$ cat config.mk
export PLATFORM = sky130hd
export DESIGN_NAME = wb_port_arbiter_flat
export DESIGN_NICKNAME = d
export VERILOG_FILES = /design/src/rtl/wb_port_arbiter_if.sv /design/src/rtl/wb_port_arbiter.sv /design/src/flat_wrapper.sv
export SDC_FILE = /design/constraint.sdc
export NUM_CORES = 1
export LEC_CHECK = 0
export ABC_AREA = 1
export CORE_MARGIN = 8
export CORE_UTILIZATION = 30
export CTS_CLUSTER_DIAMETER = 40
export DETAILED_ROUTE_END_ITERATION = 12
export HOLD_SLACK_MARGIN = 0.06
export PLACE_DENSITY = 0.62
export SLEW_MARGIN = 20
export SYNTH_ARGS = -nofsm -noshare
export SYNTH_HDL_FRONTEND = slang
export SYNTH_SLANG_ARGS = --single-unit
$ cat constraint.sdc
create_clock -name clk -period 4.4 [get_ports clk]
set_input_delay 0.88 -clock clk [delete_from_list [all_inputs] [get_ports clk]]
set_output_delay 0.88 -clock clk [all_outputs]
set_load 0.005 [all_outputs]
$ cat src/rtl/wb_port_arbiter_if.sv
// wb_port_arbiter_if: request, scoreboard and regfile write signals of the writeback arbiter.
interface wb_port_arbiter_if;
   logic        v0, v1, rdy0, rdy1;
   logic [4:0]  a0, a1;
   logic [31:0] d0, d1;
   logic        claim_v, claim_rdy;
   logic [4:0]  claim_a;
   logic [4:0]  RA, RB;
   logic        hazA, hazB;
   logic        RegWrite;
   logic [4:0]  RW;
   logic [31:0] BusW;
   logic [31:0] pend;
   modport master (
      output v0, v1, a0, a1, d0, d1, claim_v, claim_a, RA, RB,
      input  rdy0, rdy1, claim_rdy, hazA, hazB, RegWrite, RW, BusW, pend
   );
   modport slave (
      input  v0, v1, a0, a1, d0, d1, claim_v, claim_a, RA, RB,
      output rdy0, rdy1, claim_rdy, hazA, hazB, RegWrite, RW, BusW, pend
   );
endinterface

$ cat src/rtl/wb_port_arbiter.sv
// wb_port_arbiter: shares the regfile write port between ALU and long-latency results with a pending-write scoreboard.
module wb_port_arbiter #(
   parameter int MAX_WAIT = 4
) (
   input logic clk,
   input logic r_st,
   wb_port_arbiter_if.slave bus
);
   logic [3:0]  waitCnt;
   logic        blk0, starve, acc0, acc1, claimSet;
   logic [31:0] setMask, clrMask;
   always_comb begin
      blk0 = bus.pend[bus.a0] & (bus.a0 != 5'd0);
      starve = waitCnt == 4'(MAX_WAIT);
      bus.rdy1 = starve | !(bus.v0 & !blk0);
      bus.rdy0 = !blk0 & !(bus.v1 & starve);
      acc0 = bus.v0 & bus.rdy0;
      acc1 = bus.v1 & bus.rdy1;
      bus.claim_rdy = !bus.pend[bus.claim_a] | (bus.claim_a == 5'd0);
      claimSet = bus.claim_v & bus.claim_rdy & (bus.claim_a != 5'd0);
      setMask = claimSet ? 32'd1 << bus.claim_a : 32'd0;
      clrMask = acc1 ? 32'd1 << bus.a1 : 32'd0;
      // in-flight write still counts as a hazard until the regfile has it
      bus.hazA = (bus.RA != 5'd0) & (bus.pend[bus.RA] | (bus.RegWrite & (bus.RW == bus.RA)));
      bus.hazB = (bus.RB != 5'd0) & (bus.pend[bus.RB] | (bus.RegWrite & (bus.RW == bus.RB)));
   end
   always_ff @(posedge clk) begin
      if (r_st) begin
         waitCnt <= 4'd0;
         bus.pend <= 32'd0;
         bus.RegWrite <= 1'b0;
         bus.RW <= 5'd0;
         bus.BusW <= 32'd0;
      end else begin
         waitCnt <= (!bus.v1 || acc1) ? 4'd0 : starve ? waitCnt : waitCnt + 4'd1;
         // a claim landing on the register being retired wins
         bus.pend <= (bus.pend & ~clrMask) | setMask;
         bus.RegWrite <= acc1 ? bus.a1 != 5'd0 : acc0 ? bus.a0 != 5'd0 : 1'b0;
         bus.RW <= acc1 ? bus.a1 : acc0 ? bus.a0 : bus.RW;
         bus.BusW <= acc1 ? bus.d1 : acc0 ? bus.d0 : bus.BusW;
      end
   end
endmodule
$ cat src/flat_wrapper.sv
// flat-port wrapper written by rule: the top's interface ports become plain ports
module wb_port_arbiter_flat 
#(
   parameter int MAX_WAIT = 4
)
  (clk, r_st, bus_v0, bus_v1, bus_a0, bus_a1, bus_d0, bus_d1, bus_claim_v, bus_claim_a, bus_RA, bus_RB, bus_rdy0, bus_rdy1, bus_claim_rdy, bus_hazA, bus_hazB, bus_RegWrite, bus_RW, bus_BusW, bus_pend);
  wb_port_arbiter_if bus_i ();
  input logic clk;
  input logic r_st;
  input wire logic [$bits(bus_i.v0)-1:0] bus_v0;
  input wire logic [$bits(bus_i.v1)-1:0] bus_v1;
  input wire logic [$bits(bus_i.a0)-1:0] bus_a0;
  input wire logic [$bits(bus_i.a1)-1:0] bus_a1;
  input wire logic [$bits(bus_i.d0)-1:0] bus_d0;
  input wire logic [$bits(bus_i.d1)-1:0] bus_d1;
  input wire logic [$bits(bus_i.claim_v)-1:0] bus_claim_v;
  input wire logic [$bits(bus_i.claim_a)-1:0] bus_claim_a;
  input wire logic [$bits(bus_i.RA)-1:0] bus_RA;
  input wire logic [$bits(bus_i.RB)-1:0] bus_RB;
  output wire logic [$bits(bus_i.rdy0)-1:0] bus_rdy0;
  output wire logic [$bits(bus_i.rdy1)-1:0] bus_rdy1;
  output wire logic [$bits(bus_i.claim_rdy)-1:0] bus_claim_rdy;
  output wire logic [$bits(bus_i.hazA)-1:0] bus_hazA;
  output wire logic [$bits(bus_i.hazB)-1:0] bus_hazB;
  output wire logic [$bits(bus_i.RegWrite)-1:0] bus_RegWrite;
  output wire logic [$bits(bus_i.RW)-1:0] bus_RW;
  output wire logic [$bits(bus_i.BusW)-1:0] bus_BusW;
  output wire logic [$bits(bus_i.pend)-1:0] bus_pend;
  assign bus_i.v0 = bus_v0;
  assign bus_i.v1 = bus_v1;
  assign bus_i.a0 = bus_a0;
  assign bus_i.a1 = bus_a1;
  assign bus_i.d0 = bus_d0;
  assign bus_i.d1 = bus_d1;
  assign bus_i.claim_v = bus_claim_v;
  assign bus_i.claim_a = bus_claim_a;
  assign bus_i.RA = bus_RA;
  assign bus_i.RB = bus_RB;
  assign bus_rdy0 = bus_i.rdy0;
  assign bus_rdy1 = bus_i.rdy1;
  assign bus_claim_rdy = bus_i.claim_rdy;
  assign bus_hazA = bus_i.hazA;
  assign bus_hazB = bus_i.hazB;
  assign bus_RegWrite = bus_i.RegWrite;
  assign bus_RW = bus_i.RW;
  assign bus_BusW = bus_i.BusW;
  assign bus_pend = bus_i.pend;
  wb_port_arbiter #(.MAX_WAIT(MAX_WAIT)) u_core (.clk(clk), .r_st(r_st), .bus(bus_i));
endmodule
==> results by group, run 1 <==
Synth
  • Synth Flop Type: dfxtp_1
  • Post-synthesis compound-gate area fraction: about a fifth
  • Mux contribution to synthesized area: 0%
  • Dominant combinational cell family by area after synthesis: simple AND/OR/NAND/NOR gates
  • Cells after Synth: between 800 and 900
  • Post-synth top area share: about 28%
  • Sequential element share of the synthesized area: between 20% and 30%
  • Synth Cell Area: about 5200 um^2
  • Library cells used by synthesis: 39
  • Syn Nets: roughly 980
  • Post-synth EDFFs: 0
  • Flops & latches, synth: 74
  • FFs w/ async S/R, synth: 0%
  • Top post-synthesis cells by area: dfxtp_1 (28%), nand3_1 (14%), nand2_1 (14%)
  • Avg Inst Size Synth: 5.92 um^2
  • Synth area leader: dfxtp_1
  • Synth warnings: 0
  • Post-synthesis xor/xnor area fraction: 0.168%
  • Fraction of the mapped netlist area in adder cells: less than 1%
  • Post-synthesis simple-gate area fraction: between 30% and 40%

Power
  • Pwr Total: 2.11 mW
  • Combinational Power Share: between 20% and 30%
  • Peak supply drop: approximately 0.16 mV
  • Sw Ratio: 26.9%
  • Clock Power Share: between 40 and 50%
  • Pwr dens: around 290 nW/um^2
  • Seq pwr share: about a third
  • Leakage power: between 2 and 3 nW
  • NetSw: between 0.5 and 0.6 mW
  • P_int: around 1.5 mW

Timing
  • Fin crit share: 91.8%
  • Unrepaired setup endpoints after global routing: no
  • Fin. max-slew vios: 0
  • Hold Vio Cnt, Final: 0
  • Final setup violation count: 0
  • Setup_tns: 0 ns
  • Final WS setup: between 0.3 and 0.4 ns
  • Slew @ Worst Pin: ~0.78 ns
  • Max Clock Freq: between 0.2 and 0.25 GHz
  • Fin crit period: 4.04 ns
  • Max-Slew Margin vs Limit: between 40% and 50%
  • Worst Skew: roughly 0.008 ns
  • Worst hold margin: 0.463 ns

Setup path
  • Worst path buffer plus inverter count: 4
  • Cells along the critical path: clkdlybuf4s50_1, inv_1, a21oi_1, o21ai_0, nand3_1, o21ai_0, nand2_1, nand3_1, nand2_1, o22ai_1, inv_1, clkdlybuf4s50_1
  • Worst Path Max Fanout: 13
  • Slowest stage cell on the critical path: clkdlybuf4s50_1
  • Crit path kind: in -> out
  • Largest delay share family, worst path: buffers and inverters
  • CP Capture Type: primary output
  • Critical path's largest stage delay: 0.74 ns
  • Crit path DAT: ~3.2 ns
  • WP data required: 3.52 ns
  • Worst Setup Start Kind: input port

Min path
  • HP Class: reg -> reg

Clock network
  • Clk slew on worst S/H paths: 0.06 ns
  • CTS tree: built
  • Worst-Skew Late Latency: ~0.33 ns
  • Root Buffer: clkbuf_16
  • Maximum buffer depth of the clock tree: 2
  • Clk sinks: between 70 and 80
  • CTS H-tree depth: 3
  • Hold Buf Count CTS: 0
  • Setup repair bufs after CTS: 0
  • Num CTS Buffers: 9
  • PostCTS Resize Cnt: 0

Global routing
  • Gr usage total: just under 20%
  • Vias in the first global route: just under 6000
  • Global route total overflow: 0
  • Global-route wire length before repair: 33500 um
  • Initial antenna violation count: 0
  • Pin count of the biggest net entering global routing: 70

Finish
  • Final instance area: ~7400 um^2
  • Sequential Area: approximately 1500 um^2
  • Share of layout cells above drive strength 1: under 10%
  • Filler cell count: about 1900
  • Layout net count: roughly 1100
  • Number of diodes: 0
  • Non-filler cells, final: 1249
  • Multi-input gate area: 3000 um^2
  • P&R area growth vs syn: 40.9%
  • Final Core Density: 42.8%

Flow run
  • Total of max-cap violations: 0

Placement
  • Placed insts: approximately 1200
  • Dpl hpwl: ~16000 um
  • Routability cong.: roughly 0.88
  • Placed standard-cell area: roughly 7000 um^2
  • Setup slack at placement: approximately 0.38 ns
  • Port Buf Inserts: about 170

Floorplan
  • Die width: 148 um
  • Initial Util: ~30%
  • Die Ht: 148 um
  • Ports: around 170
  • # rows: 48
  • CORE AREA: 17200 um^2
  • Die Footprint: ~22000 um^2

Routing
  • Routed Wire Length: between 20000 and 25000 um
  • Wire per inst: around 17 um
  • DRT antenna net count: 0
  • Vias per cell: between 5 and 6
  • Initial DRT Pass Iterations: 6
  • 1st-iter DRT viols: around 760
  • DRC errors left: 0
  • DR vias: between 6000 and 7000

Status
  • Status: completed
[state kept, by name, summed over array words and instances, names as in the netlist]
signal	count
u_core.bus.BusW	32
u_core.bus.RW	5
u_core.bus.RegWrite	1
u_core.bus.pend	32
u_core.waitCnt	4
[final timing paths]
path / startpoint / endpoint / slack (ns) / cells after the start
setup / recovery: bus_RB[1] / bus_hazB / 0.36 / 12
hold reg to reg: u_core.bus.BusW[20]$_SDFFE_PP0P_ / u_core.bus.BusW[20]$_SDFFE_PP0P_ / 0.46 / 2
setup reg to reg: u_core.waitCnt[0]$_SDFFE_PP0P_ / u_core.bus.RegWrite$_SDFF_PP0_ / 1.48 / 10
hold / removal: u_core.bus.BusW[20]$_SDFFE_PP0P_ / u_core.bus.BusW[20]$_SDFFE_PP0P_ / 0.46 / 2
[final cells by class]
cell class | count | share of cell area [%]
Clock buffer | 10 | 3.11
Clock inverter | 5 | 1.73
Tap cell | 225 | 3.83
Multi-Input combinational cell | 633 | 40.7
Sequential cell | 74 | 20.1
Inverter | 118 | 6.09
Timing Repair Buffer | 184 | 24.4
[cell usage in the layout (no fill, tap or decap), drive strengths merged, types with 2 or more instances in the layout]
master / n
a21oi: 96
buf: 17
bufinv: 4
clkbuf: 10
clkdlybuf4s50: 167
clkinv: 3
dfxtp: 74
ha: 2
inv: 115
nand2: 199
nand3: 154
nand4: 12
nor2: 66
nor3: 5
nor4: 4
o2111ai: 2
o211ai: 8
o21ai: 68
o22ai: 6
[power by group through the flow]
stage                     sequential [mW]  clock [mW]  combinational (mW)
final                               0.733       0.894               0.480
after global placement              0.747           0               0.477
after floorplan                     0.743           0               0.249
after CTS                           0.733       0.905               0.482
after detailed placement            0.748           0               0.479
after global routing                0.737       0.939               0.530
[logic make-up (layout without fill, tap and decap cells)]
logic type                 count (synthesis)  after routing
buffers and inverters                    175            317
adders and majority gates                  2              2
xor gates and xnor gates                   1              1
DFF                                       74             74
and+or+nand+nor                          443            443
AOI/OAI and AO/OA                        187            187
[synthesized netlist by cell type (2+ instances only)]
cell type  number
nor3_1          5
inv_2           3
o211ai_1        8
buf_6           8
clkbuf_1       29
nor4_1          4
ha_1            2
nand3_2         2
clkinv_1        3
nand3_1       151
nand2_4         2
inv_1         111
a21oi_1        95
dfxtp_1        74
buf_2          19
nand4_1        12
o22ai_1         6
o2111ai_1       2
nand2_1       196
o21ai_0        65
nor2_1         65
o21ai_1         3
[tightest hold or removal path, stage by stage (launching register included)]
cell	delay (ns)
dfxtp_1	0.31
nand2_1	0.06
a21oi_1	0.05
[routing by layer]
metal  up-vias  track usage, %  wire length, um
li1       3178               -                -
met1      2968            24.9             8930
met2       264            31.1            10100
met3        42            3.49             1830
met4         0            7.19              573
met5         -               0                0
No activity file was read; power rests on OpenSTA's default activity.
==> inputs of run 2 (changes only) <==
--- a/config.mk
+++ b/config.mk
@@ -11,8 +11,7 @@
 export CTS_CLUSTER_DIAMETER = 40
 export DETAILED_ROUTE_END_ITERATION = 12
 export HOLD_SLACK_MARGIN = 0.06
-export PLACE_DENSITY = 0.62
-export SLEW_MARGIN = 20
+export SLEW_MARGIN = 0
 export SYNTH_ARGS = -nofsm -noshare
 export SYNTH_HDL_FRONTEND = slang
 export SYNTH_SLANG_ARGS = --single-unit
==> results by group, run 2 (same netlist as run 1, synthesis figures left out) <==
Power
  • Peak supply drop: 0.149 mV (was 0.157 mV)
  • Leakage power: 2.95 nW (was 2.99 nW)
  • Pwr Total: 1.90 mW (was 2.11 mW)
  • Pwr dens: 262 nW/um^2 (was 286 nW/um^2)

Setup path
  • CP Capture Type: primary output (unchanged)
  • CP Capture Point: bus_hazB (unchanged)
  • Worst Setup Start Kind: input port (unchanged)
  • Worst Setup SP: bus_RB[1] (unchanged)
  • Crit path DAT: 3.14 ns (was 3.16 ns)
  • Reg2Reg Launch Point: u_core.waitCnt[0]$_SDFFE_PP0P_ (unchanged)
  • Worst R2R Setup Slack: 1.41 ns (was 1.48 ns)
  • Worst Path Max Fanout: 13 (unchanged)
  • Reg2Reg Capture Point: u_core.bus.RegWrite$_SDFF_PP0_ (unchanged)
  • Crit path kind: in -> out (unchanged)
  • WP data required: 3.52 ns (about the same)
  • R2R depth: 10 (unchanged)

Clock network
  • Maximum buffer depth of the clock tree: 2 (unchanged)
  • Clk slew on worst S/H paths: 0.05 ns (was 0.06 ns)
  • Setup repair bufs after CTS: 0 (unchanged)
  • Clk sinks: 74 (unchanged)
  • CTS H-tree depth: 3 (unchanged)
  • PostCTS Resize Cnt: 0 (unchanged)
  • Root Buffer: clkbuf_16 (unchanged)
  • CTS tree: built (unchanged)
  • Hold Buf Count CTS: 0 (unchanged)
  • Worst-Skew Late Latency: 0.34 ns (was 0.33 ns)
  • Num CTS Buffers: 9 (unchanged)

Timing
  • Fin crit share: 91.3% (was 91.8%)
  • Setup_tns: 0 ns (unchanged)
  • Worst Skew: 0.00942 ns (was 0.00806 ns)
  • Final WS setup: 0.383 ns (was 0.360 ns)
  • Slew @ Worst Pin: 0.779 ns (was 0.778 ns)
  • Max-Slew Margin vs Limit: 47.9% (was 48.1%)
  • Max Clock Freq: 0.249 GHz (was 0.248 GHz)
  • Final setup violation count: 0 (unchanged)
  • Unrepaired setup endpoints after global routing: no (unchanged)
  • Fin crit period: 4.02 ns (was 4.04 ns)
  • Worst hold margin: 0.461 ns (was 0.463 ns)
  • Fin. max-slew vios: 0 (unchanged)
  • Hold Vio Cnt, Final: 0 (unchanged)

Routing
  • Vias per cell: 5.19 (was 5.17)
  • Initial DRT Pass Iterations: 7 (was 6)
  • DRC errors left: 0 (unchanged)
  • Wire per inst: 17.4 um (was 17.2 um)
  • 1st-iter DRT viols: 652 (was 763)
  • DRT antenna net count: 0 (unchanged)
  • Routed Wire Length: 21700 um (was 21500 um)
  • DR vias: 6475 (was 6452)

Placement
  • Placed insts: 1232 (was 1234)
  • Port Buf Inserts: 168 (unchanged)
  • Dpl hpwl: 15600 um (was 15500 um)
  • Setup slack at placement: 0.415 ns (was 0.376 ns)
  • Routability cong.: 0.913 (was 0.885)
  • Placed standard-cell area: 6990 um^2 (was 7000 um^2)

Floorplan
  • Die Ht: 148 um (unchanged)
  • Initial Util: 30.4% (unchanged)
  • Die width: 148 um (unchanged)
  • Die Footprint: 21900 um^2 (unchanged)
  • # rows: 48 (unchanged)
  • Ports: 169 (unchanged)
  • CORE AREA: 17200 um^2 (unchanged)

Global routing
  • Global-route wire length before repair: 34000 um (was 33500 um)
  • Global route total overflow: 0 (unchanged)
  • Gr usage total: 19.3% (was 19.2%)
  • Initial antenna violation count: 0 (unchanged)
  • Vias in the first global route: 6178 (was 5948)
  • Pin count of the biggest net entering global routing: 70 (unchanged)

Finish
  • Number of diodes: 0 (unchanged)
  • Multi-input gate area: 3000 um^2 (unchanged)
  • Share of layout cells above drive strength 1: 4.21% (was 4.39%)
  • Biggest regs: u_core.bus.BusW x32, u_core.bus.pend x32, u_core.bus.RW x5 (unchanged)
  • Final Core Density: 42.3% (was 42.8%)
  • Non-filler cells, final: 1247 (was 1249)
  • Commonest non-fill, non-tap cell in the layout: nand2_1 (unchanged)
  • Sequential Area: 1480 um^2 (unchanged)
  • Most frequent cells in the layout: nand2_1 (196), clkdlybuf4s50_1 (167), nand3_1 (151) (unchanged)
  • Filler cell count: 1868 (was 1877)
  • Layout net count: 1114 (was 1116)
  • P&R area growth vs syn: 39.0% (was 40.9%)
  • Final instance area: 7260 um^2 (was 7360 um^2)

Min path
  • HP Class: reg -> reg (unchanged)
  • Min-delay src: u_core.bus.BusW[21]$_SDFFE_PP0P_ (was u_core.bus.BusW[20]$_SDFFE_PP0P_)

Flow run
  • Total of max-cap violations: 0 (unchanged)

Status
  • Status: completed (unchanged)
run 2: cell count changes in the layout (fill, tap and decap cells not counted):
cell	before	now
clkinvlp_4	1	0
clkbuf_8	0	2
buf_4	16	14
clkinv_2	0	3
bufinv_16	4	0
run 2: worst min path at each step:
stage	to	slack (ns)	cells past startpoint
after global placement	u_core.bus.BusW[28]$_SDFFE_PP0P_	0.45	2
after global routing	u_core.bus.BusW[15]$_SDFFE_PP0P_	0.48	2
after CTS	u_core.bus.BusW[0]$_SDFFE_PP0P_	0.46	2
final	u_core.bus.BusW[21]$_SDFFE_PP0P_	0.46	2
after detailed placement	u_core.bus.BusW[15]$_SDFFE_PP0P_	0.46	2
after floorplan	u_core.waitCnt[0]$_SDFFE_PP0P_	0.46	2
run 2: worst max-delay path, stage by stage:
cell and delay [ns]:
clkdlybuf4s50_1 0.74, inv_1 0.23, a21oi_1 0.15, o21ai_0 0.09, nand3_1 0.10, o21ai_0 0.09, nand2_1 0.07, nand3_1 0.08
nand2_1 0.07, o22ai_1 0.07, inv_1 0.06, clkdlybuf4s50_1 0.49
run 2: final cells by class:
type | instances | share of cell area [%]
clock buffer | 12 | 3.53
sequential | 74 | 20.4
timing repair buffer | 182 | 24.5
inverter | 118 | 6.17
multi-input combinational | 633 | 41.3
clock inverter | 3 | 0.207
tap | 225 | 3.88
run 2: routing by layer:
metal / track usage, % / share of wire [%]
met5: 0 / 0
met4: 8.21 / 3.0
met3: 4.52 / 9.6
met2: 30.6 / 46
met1: 24.6 / 41
run 2: power by group:
| part | leakage (nW) | internal [mW] | switching (mW) |
|---|---|---|---|
| combinational | 2.21 | 0.225 | 0.254 |
| clock | 0.138 | 0.407 | 0.280 |
| sequential | 0.606 | 0.705 | 0.0287 |
==> inputs of run 3 (changes only) <==
--- a/config.mk
+++ b/config.mk
@@ -6,11 +6,12 @@
 export NUM_CORES = 1
 export LEC_CHECK = 0
 export ABC_AREA = 1
-export CORE_MARGIN = 8
+export CORE_MARGIN = 10
 export CORE_UTILIZATION = 30
 export CTS_CLUSTER_DIAMETER = 40
 export DETAILED_ROUTE_END_ITERATION = 12
 export HOLD_SLACK_MARGIN = 0.06
+export RECOVER_POWER = 50
 export SLEW_MARGIN = 0
 export SYNTH_ARGS = -nofsm -noshare
 export SYNTH_HDL_FRONTEND = slang
==> results by group, run 3 (same netlist as run 1, synthesis figures left out) <==
Timing
  • Max-Slew Margin vs Limit: 43.4% (was 47.9%)
  • Final setup violation count: 0 (unchanged)
  • Worst Skew: 0.00899 ns (was 0.00942 ns)
  • Fin. max-slew vios: 0 (unchanged)
  • Slew @ Worst Pin: 0.846 ns (was 0.779 ns)
  • Unrepaired setup endpoints after global routing: no (unchanged)
  • Hold Vio Cnt, Final: 0 (unchanged)
  • Setup_tns: 0 ns (unchanged)
  • Fin crit share: 92.5% (was 91.3%)
  • Fin crit period: 4.07 ns (was 4.02 ns)
  • Worst hold margin: 0.459 ns (was 0.461 ns)
  • Max Clock Freq: 0.246 GHz (was 0.249 GHz)

Finish
  • Layout net count: 1117 (was 1114)
  • Commonest non-fill, non-tap cell in the layout: nand2_1 (unchanged)
  • Non-filler cells, final: 1250 (was 1247)
  • Share of layout cells above drive strength 1: 4.39% (was 4.21%)
  • Most frequent cells in the layout: nand2_1 (196), nand3_1 (151), inv_1 (111) (was nand2_1 (196), clkdlybuf4s50_1 (167), nand3_1 (151))
  • P&R area growth vs syn: 39.7% (was 39.0%)
  • Final instance area: 7300 um^2 (was 7260 um^2)
  • Biggest regs: u_core.bus.BusW x32, u_core.bus.pend x32, u_core.bus.RW x5 (unchanged)
  • Number of diodes: 0 (unchanged)

Floorplan
  • CORE AREA: 17200 um^2 (unchanged)
  • Initial Util: 30.4% (unchanged)
  • Ports: 169 (unchanged)
  • Die width: 152 um (was 148 um)
  • Die Footprint: 23100 um^2 (was 21900 um^2)
  • Die Ht: 152 um (was 148 um)
  • # rows: 48 (unchanged)

Routing
  • 1st-iter DRT viols: 541 (was 652)
  • Metal3 WL: 1960 um (was 2080 um)
  • Vias per cell: 5.14 (was 5.19)
  • DR vias: 6426 (was 6475)
  • Top Layer Used: met4 (unchanged)
  • DRT antenna net count: 0 (unchanged)
  • Wire per inst: 17.4 um (about the same)
  • DRC errors left: 0 (unchanged)
  • Routed Wire Length: 21800 um (was 21700 um)
  • WL met2: 10200 um (was 9970 um)
  • Initial DRT Pass Iterations: 5 (was 7)
  • Metal1 wirelength: 9070 um (was 8990 um)

Clock network
  • Worst-Skew Late Latency: 0.34 ns (about the same)
  • CTS H-tree depth: 3 (unchanged)
  • Clk slew on worst S/H paths: 0.05 ns (about the same)
  • PostCTS Resize Cnt: 0 (unchanged)
  • Clk sinks: 74 (unchanged)
  • Maximum buffer depth of the clock tree: 2 (unchanged)
  • Hold Buf Count CTS: 0 (unchanged)
  • CTS tree: built (unchanged)
  • Num CTS Buffers: 9 (unchanged)
  • Setup repair bufs after CTS: 0 (unchanged)
  • Root Buffer: clkbuf_16 (unchanged)

Status
  • Status: completed (unchanged)

Setup path
  • Cells along the critical path: dlygate4sd3_1, inv_6, nand2_1, nand3_1, nand3_1, nand2_1, nand2_1, nand3_2, nand3_4, nand2_1, inv_1, clkdlybuf4s50_1 (was clkdlybuf4s50_1, inv_1, a21oi_1, o21ai_0, nand3_1, o21ai_0, nand2_1, nand3_1, nand2_1, o22ai_1, inv_1, clkdlybuf4s50_1)
  • Largest delay share family, worst path: buffers and inverters (unchanged)
  • Worst R2R Setup Slack: 1.52 ns (was 1.41 ns)
  • Most common cell on crit path: nand2_1
  • CP Capture Type: primary output (unchanged)
  • R2R depth: 10 (unchanged)
  • Worst Path Max Fanout: 18 (was 13)
  • Worst path buffer plus inverter count: 4 (unchanged)
  • Crit path DAT: 3.19 ns (was 3.14 ns)
  • Crit path kind: in -> out (unchanged)
  • Slowest stage cell on the critical path: dlygate4sd3_1 (was clkdlybuf4s50_1)
  • Reg2Reg Launch Point: u_core.waitCnt[0]$_SDFFE_PP0P_ (unchanged)
  • Critical path's largest stage delay: 0.86 ns (was 0.74 ns)
  • WP data required: 3.52 ns (about the same)
  • Reg2Reg Capture Point: u_core.bus.RegWrite$_SDFF_PP0_ (unchanged)
  • Worst Setup Start Kind: input port (unchanged)

Power
  • Pwr dens: 264 nW/um^2 (was 262 nW/um^2)
  • Peak supply drop: 0.176 mV (was 0.149 mV)
  • Leakage power: 3.16 nW (was 2.95 nW)

Global routing
  • Vias in the first global route: 6230 (was 6178)
  • Initial antenna violation count: 0 (unchanged)
  • Pin count of the biggest net entering global routing: 70 (unchanged)
  • Global-route wire length before repair: 34700 um (was 34000 um)
  • Global route total overflow: 0 (unchanged)
  • Gr usage total: 18.3% (was 19.3%)

Min path
  • Min-delay src: u_core.bus.BusW[21]$_SDFFE_PP0P_ (unchanged)
  • Hold path cells: 2 (unchanged)
  • HP Class: reg -> reg (unchanged)
  • WHS Endpoint: u_core.bus.BusW[21]$_SDFFE_PP0P_ (unchanged)

Placement
  • Placed standard-cell area: 7010 um^2 (was 6990 um^2)
  • Routability cong.: 0.905 (was 0.913)
  • Dpl hpwl: 15900 um (was 15600 um)
  • Placed insts: 1235 (was 1232)
  • Port Buf Inserts: 168 (unchanged)

Flow run
  • Total of max-cap violations: 0 (unchanged)
run 3: cell types whose count changed in the layout (fill, tap and decap cells not counted):
cell	change
dlygate4sd3_1	+71
clkdlybuf4s50_1	-71
clkbuf_1	+1
clkinv_2	-1
buf_4	+3
clkbuf_8	-1
bufinv_16	+1
run 3: layout make-up:
class | count | area (um^2)
Timing Repair Buffer | 185 | 1800
Inverter | 118 | 448
Tap cell | 225 | 282
Clock buffer | 12 | 246
Sequential cell | 74 | 1480
Clock inverter | 3 | 40.0
Fill cell | 1883 | 9880
Multi-Input combinational cell | 633 | 3000
run 3: layer usage:
| layer | vias to the layer above | track usage (%) |
|---|---|---|
| met5 | - | 0 |
| met4 | 0 | 6.56 |
| met3 | 39 | 4.69 |
| met2 | 287 | 29.3 |
| met1 | 2918 | 23.1 |
| li1 | 3182 | - |
run 3: worst max path at each step:
| stage | from | end | slack [ns] | depth (start not counted) |
|---|---|---|---|---|
| 6_report | bus_a0[0] | bus_rdy0 | 0.33 | 12 |
| 5_1_grt | bus_a0[0] | bus_rdy0 | 0.10 | 12 |
| 4_1_cts | bus_a0[0] | bus_rdy0 | 0.40 | 12 |
| 3_5_place_dp | bus_a0[0] | u_core.bus.RegWrite$_SDFF_PP0_ | 0.36 | 14 |
| 3_3_place_gp | bus_a0[0] | bus_rdy0 | 0.40 | 12 |
| 2_1_floorplan | bus_RA[0] | bus_hazA | 1.50 | 8 |
run 3: worst min-delay path, stage by stage (launching register included):
cell	delay [ns]
dfxtp_1	0.30
nand2_1	0.06
a21oi_1	0.05
run 3: per-stage QoR:
step           util (%)  power (mW)  setup WS (ns)
2_1_floorplan         -       0.993           1.50
3_3_place_gp       40.8        1.23          0.398
3_5_place_dp       40.8        1.23          0.364
4_1_cts            42.5        1.96          0.401
5_1_grt            42.5        2.03          0.105
6_report           42.5        1.93          0.328
run 3: power breakdown:
group          switching (mW)  internal, mW
clock network           0.278         0.450
logic                   0.253         0.214
registers              0.0267         0.705
total                   0.558          1.37
